$ cat config.mk
export PLATFORM = sky130hd
export DESIGN_NAME = dmem_bridge_flat
export DESIGN_NICKNAME = d
export VERILOG_FILES = /design/src/rtl/dmem_bridge_pkg.sv /design/src/rtl/dmem_bridge_if.sv /design/src/rtl/dmem_bridge.sv /design/src/flat_wrapper.sv
export SDC_FILE = /design/constraint.sdc
export NUM_CORES = 1
export LEC_CHECK = 0
export ABC_AREA = 1
export BUFFER_PORTS_ARGS = -buffer_cell sky130_fd_sc_hd__buf_2
export CAP_MARGIN = 30
export CELL_PAD_IN_SITES_DETAIL_PLACEMENT = 0
export CELL_PAD_IN_SITES_GLOBAL_PLACEMENT = 1
export CORE_MARGIN = 2
export CORE_UTILIZATION = 35
export CTS_CLUSTER_SIZE = 16
export DETAILED_ROUTE_END_ITERATION = 10
export PLACE_DENSITY_LB_ADDON = 0.1
export SETUP_SLACK_MARGIN = 0.05
export SLEW_MARGIN = 20
export SYNTH_ARGS = -nofsm -noshare
export SYNTH_HDL_FRONTEND = slang
export SYNTH_SLANG_ARGS = --single-unit
$ cat constraint.sdc
create_clock -name clk -period 3.1 [get_ports clk]
set_input_delay 0.465 -clock clk [delete_from_list [all_inputs] [get_ports clk]]
set_output_delay 0.465 -clock clk [all_outputs]
set_load 0.05 [all_outputs]
$ cat src/rtl/dmem_bridge_pkg.sv
// rtl/dmem_bridge_pkg.sv - shared types for the memory-stage data-port bridge
package dmem_bridge_pkg;

  typedef logic [31:0] word_t;

  localparam logic [1:0] MSIZE_B = 2'd0;
  localparam logic [1:0] MSIZE_H = 2'd1;
  localparam logic [1:0] MSIZE_W = 2'd2;

  typedef struct packed {
    logic       ren;
    word_t      addr;
    logic [1:0] size;
  } m_r_t;

  typedef struct packed {
    logic       wen;
    word_t      addr;
    word_t      wd;
    logic [1:0] size;
  } m_w_t;

  typedef enum logic [2:0] {
    DB_IDLE,
    DB_ADDR,
    DB_WAIT,
    DB_DONE,
    DB_DRAIN
  } dbridge_state_t;

  // One SRAM-like bus request as held across the address phase
  typedef struct packed {
    logic       wr;
    logic [1:0] size;
    word_t      addr;
    word_t      wdata;
  } dreq_t;

endpackage

$ cat src/rtl/dmem_bridge_if.sv
// rtl/dmem_bridge_if.sv - SRAM-like data bus between the bridge and the AXI wrapper
interface dmem_bridge_if;
  import dmem_bridge_pkg::*;

  logic       data_req;
  logic       data_wr;
  logic [1:0] data_size;
  word_t      data_addr;
  word_t      data_wdata;
  logic       data_addr_ok;
  logic       data_data_ok;
  word_t      data_rdata;

  modport master (
    output data_req, data_wr, data_size, data_addr, data_wdata,
    input  data_addr_ok, data_data_ok, data_rdata
  );

  modport slave (
    input  data_req, data_wr, data_size, data_addr, data_wdata,
    output data_addr_ok, data_data_ok, data_rdata
  );

endinterface

$ cat src/rtl/dmem_bridge.sv
// rtl/dmem_bridge.sv - turns one M-stage load/store into a single SRAM-like bus transaction
module dmem_bridge
  import dmem_bridge_pkg::*;
(
  input  logic                clk,
  input  logic                resetn,
  input  m_r_t                mread,
  input  m_w_t                mwrite,
  input  logic                mem_advance,
  input  logic                cancel,
  output word_t               rd,
  output logic                d_data_ok,
  dmem_bridge_if.master       dbus
);

  dbridge_state_t state, state_nxt;
  dreq_t          lat;
  dreq_t          cur;
  dreq_t          drv;
  word_t          rbuf;
  logic           cancel_seen, cancel_seen_nxt;
  logic           pend;
  logic           issue;
  logic           capture_rd;

  // Gating with resetn keeps data_req low the instant reset is asserted.
  always_comb begin
    pend      = resetn & (mread.ren | mwrite.wen) & ~cancel;
    cur.wr    = mwrite.wen;
    cur.size  = mwrite.wen ? mwrite.size : mread.size;
    cur.addr  = mwrite.wen ? mwrite.addr : mread.addr;
    cur.wdata = mwrite.wd;
  end

  always_comb begin
    state_nxt       = state;
    cancel_seen_nxt = cancel_seen;
    drv             = lat;
    dbus.data_req   = 1'b0;
    d_data_ok       = 1'b0;
    rd              = rbuf;
    issue           = 1'b0;
    capture_rd      = 1'b0;
    case (state)
      DB_IDLE: begin
        d_data_ok       = ~pend;
        cancel_seen_nxt = 1'b0;
        if (pend) begin
          issue         = 1'b1;
          dbus.data_req = 1'b1;
          drv           = cur;
          state_nxt     = dbus.data_addr_ok ? DB_WAIT : DB_ADDR;
        end
      end
      DB_ADDR: begin
        // The request cannot be withdrawn; a flush only decides whether the data is kept.
        dbus.data_req = 1'b1;
        if (cancel) cancel_seen_nxt = 1'b1;
        if (dbus.data_addr_ok) begin
          state_nxt       = (cancel | cancel_seen) ? DB_DRAIN : DB_WAIT;
          cancel_seen_nxt = 1'b0;
        end
      end
      DB_WAIT: begin
        if (dbus.data_data_ok) begin
          d_data_ok = 1'b1;
          rd        = dbus.data_rdata;
          if (cancel) begin
            state_nxt = DB_IDLE;
          end else begin
            capture_rd = ~lat.wr;
            state_nxt  = mem_advance ? DB_IDLE : DB_DONE;
          end
        end else if (cancel) begin
          state_nxt = DB_DRAIN;
        end
      end
      DB_DONE: begin
        d_data_ok = 1'b1;
        if (mem_advance | cancel) state_nxt = DB_IDLE;
      end
      DB_DRAIN: begin
        if (dbus.data_data_ok) state_nxt = DB_IDLE;
      end
      default: state_nxt = DB_IDLE;
    endcase
    dbus.data_wr    = drv.wr;
    dbus.data_size  = drv.size;
    dbus.data_addr  = drv.addr;
    dbus.data_wdata = drv.wdata;
  end

  always_ff @(posedge clk or negedge resetn) begin
    if (!resetn) begin
      state       <= DB_IDLE;
      cancel_seen <= 1'b0;
    end else begin
      state       <= state_nxt;
      cancel_seen <= cancel_seen_nxt;
    end
  end

  always_ff @(posedge clk or negedge resetn) begin
    if (!resetn) begin
      lat  <= '0;
      rbuf <= '0;
    end else begin
      if (issue)      lat  <= cur;
      if (capture_rd) rbuf <= dbus.data_rdata;
    end
  end

endmodule

$ cat src/flat_wrapper.sv
// flat-port wrapper written by rule: the top's interface ports become plain ports
module dmem_bridge_flat import dmem_bridge_pkg::*;
  (clk, resetn, mread, mwrite, mem_advance, cancel, rd, d_data_ok, dbus_data_req, dbus_data_wr, dbus_data_size, dbus_data_addr, dbus_data_wdata, dbus_data_addr_ok, dbus_data_data_ok, dbus_data_rdata);
  dmem_bridge_if dbus_i ();
  input  logic clk;
  input  logic resetn;
  input  m_r_t mread;
  input  m_w_t mwrite;
  input  logic mem_advance;
  input  logic cancel;
  output word_t rd;
  output logic d_data_ok;
  output wire logic [$bits(dbus_i.data_req)-1:0] dbus_data_req;
  output wire logic [$bits(dbus_i.data_wr)-1:0] dbus_data_wr;
  output wire logic [$bits(dbus_i.data_size)-1:0] dbus_data_size;
  output wire logic [$bits(dbus_i.data_addr)-1:0] dbus_data_addr;
  output wire logic [$bits(dbus_i.data_wdata)-1:0] dbus_data_wdata;
  input wire logic [$bits(dbus_i.data_addr_ok)-1:0] dbus_data_addr_ok;
  input wire logic [$bits(dbus_i.data_data_ok)-1:0] dbus_data_data_ok;
  input wire logic [$bits(dbus_i.data_rdata)-1:0] dbus_data_rdata;
  assign dbus_data_req = dbus_i.data_req;
  assign dbus_data_wr = dbus_i.data_wr;
  assign dbus_data_size = dbus_i.data_size;
  assign dbus_data_addr = dbus_i.data_addr;
  assign dbus_data_wdata = dbus_i.data_wdata;
  assign dbus_i.data_addr_ok = dbus_data_addr_ok;
  assign dbus_i.data_data_ok = dbus_data_data_ok;
  assign dbus_i.data_rdata = dbus_data_rdata;
  dmem_bridge u_core (.clk(clk), .resetn(resetn), .mread(mread), .mwrite(mwrite), .mem_advance(mem_advance), .cancel(cancel), .rd(rd), .d_data_ok(d_data_ok), .dbus(dbus_i));
endmodule
Yosys cells after proc, flatten, opt, wreduce, memory -nomap -nowiden
Cells that the tools add are included.

Logic and storage cells: 57. Bits in latches: 0. Memories kept: 0. Bits in writable memories: 0. ROM bits: 0. Register bits: 103.

Shift operators: 0. Order comparisons: 0. Add/subtract/negate cells: 0. Multiplexer cells: 28. Div/mod/pow operators: 0. Bitwise logic cells: 8. $mul: 0. Reductions and logical operators: 4. Equal/unequal tests: 10.

Operators with widths (count): $mux 67 (2); $mux 32 (3); $mux 3 (8); $pmux 3 s5 (1); $mux 1 (8); $eq 3x2->1 const B (2); $mux 2 (3); $ne 3x3->1 const B (2); $reduce_and 5->1 (1); $ne 2x1->1 const B (2); $ne 2x2->1 const B (2); $pmux 1 s2 (2); $eq 3x1->1 const B (1); $eq 3x3->1 const B (1); $logic_not 3->1 (1); $not 1->1 (3); $or 1x1->1 (3); $pmux 1 s3 (1); $and 1x1->1 (2); $reduce_and 2->1 (1); $reduce_bool 2->1 (1).

Longest topological paths before layout
Gate-level depths: netlist (run 1).

Word-level depth: 5. Depth in mapped cells: 9. Gate-level depth less buffers: 8.

Worst setup path after synthesis (run 1)
Ideal clock, no wire load.

Path type: input port to output port. Start: input port mwrite[66] (netlist name). End: output port dbus_data_wr. Slack: 437 ps. Cell stages on the path: 7. Arrival: 2198 ps. Path through: buf_2 inv_2 nand2_1 nand2_2 nor2_4 inv_2 o21ai_0.

Longest elaborated chain between the ends: 5.

RTL lines: start, declared (line flat_wrapper.sv:8) `input m_w_t mwrite;`; $or 1x1->1 (line dmem_bridge.sv:28) `pend = resetn & (mread.ren | mwrite.wen) & ~cancel;`; $and 1x1->1 (2 in series) (line dmem_bridge.sv:28); $mux 67 * (line dmem_bridge.sv:48) `if (pend) begin`; $mux 67 * (line dmem_bridge.sv:44) `case (state)`; end, declared (line flat_wrapper.sv:14) `output wire logic [$bits(dbus_i.data_wr)-1:0] dbus_data_wr;`.

Every way passes the cells marked *; elsewhere a longest branch is shown, timed or not.

Worst setup path in the final report (run 1)
Start: register u_core.state[1]. End: output port dbus_data_addr[30].

Longest elaborated chain between the ends: 2.

RTL lines: start, declared (line dmem_bridge.sv:16) `dbridge_state_t state, state_nxt;`; start signal, assigned (line dmem_bridge.sv:98) `state <= state_nxt;`; $logic_not 3->1 (line dmem_bridge.sv:44); $mux 67 (line dmem_bridge.sv:44); end, declared (line flat_wrapper.sv:16) `output wire logic [$bits(dbus_i.data_addr)-1:0] dbus_data_addr;`.

No other way between the ends.

==> results of run 1 <==
-- cell families (layout without fill, tap and decap cells) --
logic type,count (synthesis),in the layout,synth area share (%)
simple gates,441,441,33.1
compound gates,107,107,12.0
flops,103,103,49.6
buf+inv,54,279,5.37
-- cell type report --
class / count / area share, %
clock buffer: 14 / 3.74
clock inverter: 1 / 0.0738
inverter: 11 / 0.609
multi-input combinational: 548 / 34.6
sequential: 103 / 38.0
tap: 184 / 3.39
timing repair buffer: 253 / 19.6
-- cells in the final DEF (no fill, tap or decap) --
cell type	n
nand2_2	1
o22ai_1	1
nand4_1	2
nor2_1	51
a21oi_1	2
buf_12	2
nor2_2	1
a31oi_1	68
nand2_1	347
inv_2	2
clkbuf_16	9
nand3_1	37
dfrtp_1	103
nor2_4	2
buf_4	13
buf_2	238
clkbuf_8	1
clkbuf_1	4
clkinv_2	1
o21ai_0	36
inv_1	9
-- synthesized netlist by cell type (all sizes together) --
library cell  instances  area share (%)
nand4                 2            0.24
inv                  11            0.79
o22ai                 1            0.12
a21oi                 2            0.19
clkbuf               15             1.1
nand2               348              25
o21ai                36             3.5
nand3                37             3.6
a31oi                68             8.2
nor2                 54             4.1
dfrtp               103              50
buf                  28             3.5
-- flip-flops by register name, indices dropped and copies added, names as in the netlist --
| register | count |
|---|---|
| u_core.cancel_seen | 1 |
| u_core.state | 3 |
| u_core.rbuf | 32 |
| u_core.lat | 67 |
-- stage by stage --
step           std cells  setup WS, ns  area (um^2)
6_report            1114         0.324         6790
5_1_grt             1114         0.113         6790
4_1_cts             1114         0.314         6790
3_5_place_dp        1099         0.550         6530
3_3_place_gp        1099         0.602         6530
2_1_floorplan        705         0.437         5200
-- metal layers --
metal	up-vias	global-route usage, %
met4	2	4.98
met1	2596	23.7
met3	21	7.01
li1	2735	-
met5	-	0
met2	215	33.1
-- worst register-to-register path, cell delays in order (launching register included) --
cell     delay [ns]
dfrtp_1        0.44
nor2_1         0.15
nand2_1        0.12
nor2_4         0.10
buf_4          0.27
nand2_1        0.34
buf_4          0.34
nand2_1        0.09
nand2_1        0.05
-- where the power goes --
group	switching [mW]	total, mW	internal [mW]
logic	3.89	5.01	1.12
clock network	0.471	1.03	0.563
registers	0.221	2.19	1.96
-- worst min-delay path by stage --
stage | to | depth (start not counted) | from
2_1_floorplan | u_core.cancel_seen | 0 | resetn
3_3_place_gp | u_core.rbuf[9] | 2 | u_core.rbuf[9]
3_5_place_dp | u_core.rbuf[12] | 2 | u_core.rbuf[12]
4_1_cts | u_core.rbuf[20] | 2 | resetn
5_1_grt | u_core.rbuf[14] | 2 | resetn
6_report | u_core.rbuf[14] | 2 | resetn
==> results.json, run 1 <==
{
  "clk_latency_ns": 0.35,
  "finClkSkew_ns": 0.00560,
  "hold_class": "input pin to async pin",
  "rows": 44,
  "clockRootBuffer": "clkbuf_16",
  "drive_gt1_share_pct": 29.0,
  "clock-sinks": 103,
  "grt_use_total_pct": 19.5,
  "dp_hpwl_um": 11100,
  "r2r-start": "u_core.state[0]",
  "cts_htree_levels": 3,
  "yosys_register_bits": 103,
  "core_mm2": 0.0145,
  "worst_r2r_path_depth": 8,
  "worstSetupPathType": "register to output port",
  "utilization_pct": 46.7,
  "io_buffers": 240,
  "num_antenna_cells": 0,
  "gp_congestion": 0.823,
  "ant_nets": 0,
  "wl_met1_um": 6290,
  "syn_avg_cell_area_um2": 7.37,
  "post_drt_wl_per_cell_um": 13.8,
  "cp.depth": 7,
  "startpoint_type": "register",
  "peakVddDrop_uv": 590,
  "regArea_mm2": 0.00258,
  "cp_data_required_time_ns": 2.63,
  "grt_first_pass_wirelength_um": 25100,
  "wl_met3_um": 1290,
  "clkTransAtPathRegs_ns": 0.06,
  "slew_headroom_pct": 51.1,
  "grt_overflow_total": 0,
  "wl_met2_um": 7540,
  "rsz0062_at_grt": "false",
  "clockBufferDepth": 2,
  "antenna_found_initial": 2,
  "tns_ns": 0,
  "die_x_um": 126,
  "period_needed_ns": 2.78,
  "cts_tree": "built",
  "num_vias": 5569,
  "maxCapViolations": 0,
  "slew_viol_final": 0,
  "arrival_ns": 2.31,
  "yosysUniqueCellTypes": 18,
  "cts_hold_buf": 0,
  "crit_family": "simple AND/OR/NAND/NOR gates",
  "drt_iter0_drc": 341,
  "yosysWarnings": 0,
  "avgViaCountPerCell": 5.00,
  "critPathMostFrequentCell": "nor2_1",
  "crit_path_cell_trace": "nor2_1 -> nand2_1 -> nor2_4 -> buf_12 -> nor2_1 -> a31oi_1 -> buf_2",
  "worst_slew_pin_slew_ns": 0.733,
  "outcome": "finished clean",
  "power_density_mw_per_mm2": 1210,
  "initial_core_util_pct": 35.8,
  "cp.buffers_inverters": 2,
  "critPathMaxFanout": 104,
  "endpoint_kind": "output port",
  "area_growth_pct": 30.5,
  "cp-startpoint": "u_core.state[1]",
  "syn_inst": 705,
  "cts-buffers-inserted": 9,
  "drt_first_pass_iters": 7,
  "ys_seq_area_share_pct": 49.6,
  "p_leak_nw": 3.82,
  "multiInputGateArea_mm2": 0.00235,
  "min_period_over_period_pct": 89.6,
  "dieArea_mm2": 0.0158,
  "grt_pass1_vias": 5352,
  "fillCellCount": 1551,
  "drc": 0,
  "grt_max_degree": 105,
  "final_nets": 1066,
  "timing.fmax_ghz": 0.360,
  "fp.dieH_um": 126,
  "max_stage_delay_ns": 0.43,
  "endpoint": "dbus_data_addr[30]",
  "postRouteWirelength_um": 15400,
  "r2r-end": "u_core.rbuf[3]",
  "syn-num-nets": 845,
  "io_pins": 241,
  "power_mw": 8.23,
  "hold_ws_ns": 0.264,
  "setup_viol": 0,
  "ctsResizeCount": 0,
  "cts_setup_buffers": 0,
  "cpMaxStageDelayCell": "dfrtp_1",
  "syn_area_mm2": 0.00520,
  "hold_viol": 0,
  "top_layer_used": "met5",
  "r2r_slack_ns": 1.10
}
Power figures use the tool's default switching activity.
==> run 2: changes to the inputs <==
--- a/config.mk
+++ b/config.mk
@@ -6,12 +6,13 @@
 export NUM_CORES = 1
 export LEC_CHECK = 0
 export ABC_AREA = 1
-export BUFFER_PORTS_ARGS = -buffer_cell sky130_fd_sc_hd__buf_2
+export BUFFER_PORTS_ARGS = -buffer_cell sky130_fd_sc_hd__clkbuf_2
 export CAP_MARGIN = 30
 export CELL_PAD_IN_SITES_DETAIL_PLACEMENT = 0
 export CELL_PAD_IN_SITES_GLOBAL_PLACEMENT = 1
 export CORE_MARGIN = 2
 export CORE_UTILIZATION = 35
+export CTS_CLUSTER_DIAMETER = 80
 export CTS_CLUSTER_SIZE = 16
 export DETAILED_ROUTE_END_ITERATION = 10
 export PLACE_DENSITY_LB_ADDON = 0.1
==> results.json, run 2 (synthesis gave the netlist of run 1 again) <==
{
  "outcome": "finished clean",
  "top_register": "u_core.lat",
  "cts_hold_buf": 0,
  "dp_hpwl_um": 11100,
  "reg_top3": "u_core.lat (67), u_core.rbuf (32), u_core.state (3)",
  "tns_ns": 0,
  "critPathMaxFanout": 104,
  "fp.dieH_um": 126,
  "largest_register_ffs": 67,
  "final_area_mm2": 0.00698,
  "layout_common_cells": "nand2_1, clkbuf_2, dfrtp_1",
  "cts_setup_buffers": 0,
  "dpl_cell_area_mm2": 0.00665,
  "ctsResizeCount": 0,
  "grt_first_pass_wirelength_um": 25200,
  "grt_max_degree": 105,
  "antenna_found_initial": 0,
  "clockBufferDepth": 2,
  "top_layer_used": "met4",
  "final_nets": 1065,
  "cts_htree_levels": 3,
  "rows": 44,
  "slew_headroom_pct": 49.9,
  "wl_met3_um": 1180,
  "drc": 0,
  "io_buffers": 240,
  "worst_r2r_path_depth": 8,
  "drive_gt1_share_pct": 29.5,
  "clock-sinks": 103,
  "clockRootBuffer": "clkbuf_16",
  "grt_overflow_total": 0,
  "ant_nets": 0,
  "cts_tree": "built",
  "endpoint": "dbus_data_addr[31]",
  "fillCellCount": 1513,
  "drt_iter0_drc": 291,
  "avgViaCountPerCell": 4.93,
  "r2r-start": "u_core.state[0]",
  "period_needed_ns": 2.79,
  "gp_congestion": 0.824,
  "grt_use_total_pct": 19.4,
  "post_drt_wl_per_cell_um": 13.7,
  "setup_viol": 0,
  "num_vias": 5492,
  "r2r_slack_ns": 1.36,
  "timing.fmax_ghz": 0.359,
  "arrival_ns": 2.32,
  "final_common_cell": "nand2_1",
  "hold_class": "input pin to async pin",
  "hold_viol": 0,
  "cp-startpoint": "u_core.state[1]",
  "num_antenna_cells": 0,
  "slew_viol_final": 0,
  "min_period_over_period_pct": 89.9,
  "power_density_mw_per_mm2": 1240,
  "startpoint_type": "register",
  "worstSetupPathType": "register to output port",
  "utilization_pct": 48.0,
  "initial_core_util_pct": 35.8,
  "rsz0062_at_grt": "false",
  "die_x_um": 126,
  "clk_latency_ns": 0.35,
  "io_pins": 241,
  "cts-buffers-inserted": 9,
  "dieArea_mm2": 0.0158,
  "power_mw": 8.64,
  "core_mm2": 0.0145,
  "grt_pass1_vias": 5350,
  "wl_met1_um": 6380,
  "finClkSkew_ns": 0.00511,
  "drt_first_pass_iters": 5,
  "r2r-end": "u_core.rbuf[5]",
  "peakVddDrop_uv": 625,
  "hold_ws_ns": 0.216,
  "p_leak_nw": 3.94,
  "postRouteWirelength_um": 15200,
  "cp_data_required_time_ns": 2.63,
  "worst_slew_pin_slew_ns": 0.752,
  "endpoint_kind": "output port",
  "clkTransAtPathRegs_ns": 0.07,
  "maxCapViolations": 0,
  "area_growth_pct": 34.4,
  "wl_met2_um": 7470
}
==> run 2: cell count changes in the layout (fill, tap and decap cells not counted), sizes merged <==
cell	before	now
bufinv	0	1
buf	253	23
clkbuf	14	243
==> run 2: final cells by class <==
class | count | area [um^2] | share of cell area [%]
clock inverters | 2 | 35.0 | 0.502
multi-input cells | 548 | 2350 | 33.6
clock buffers | 14 | 294 | 4.21
well taps | 184 | 230 | 3.30
inverters | 11 | 41.3 | 0.591
flip-flops and latches | 103 | 2580 | 36.9
repair buffers | 252 | 1460 | 20.9
==> run 2: power breakdown <==
part	internal (mW)	leakage, nW	switching (mW)
Clock	0.736	0.165	0.496
Combinational	1.28	2.53	3.93
Sequential	1.96	1.24	0.228
==> run 2: critical path: stages (launching register included) <==
cell and delay, ns:
dfrtp_1 0.44, nor2_1 0.17, nand2_1 0.17, nor2_4 0.20
buf_12 0.34, nor2_1 0.10, a31oi_1 0.20, clkbuf_2 0.31
==> run 2: per-stage QoR <==
step / instances / setup slack (ns)
finish: 1114 / 0.312
global placement: 1098 / 0.613
detailed placement: 1098 / 0.578
CTS: 1114 / 0.300
floorplan: 705 / 0.437
global route: 1114 / 0.118
==> run 2: worst min path at each step <==
| stage | endpoint | start | slack, ns | depth (start not counted) |
|---|---|---|---|---|
| after floorplan | u_core.cancel_seen | resetn | 0.17 | 0 |
| after global placement | u_core.rbuf[13] | u_core.rbuf[13] | 0.45 | 2 |
| after global routing | u_core.rbuf[20] | resetn | 0.29 | 2 |
| after detailed placement | u_core.rbuf[16] | u_core.rbuf[16] | 0.45 | 2 |
| after CTS | u_core.rbuf[14] | resetn | 0.26 | 2 |
| final | u_core.rbuf[14] | resetn | 0.22 | 2 |
==> run 2: metal layers <==
metal | up-vias | GRT usage (%)
met4 | 0 | 5.95
met2 | 174 | 33.3
met5 | - | 0
li1 | 2738 | -
met1 | 2564 | 23.7
met3 | 16 | 5.52
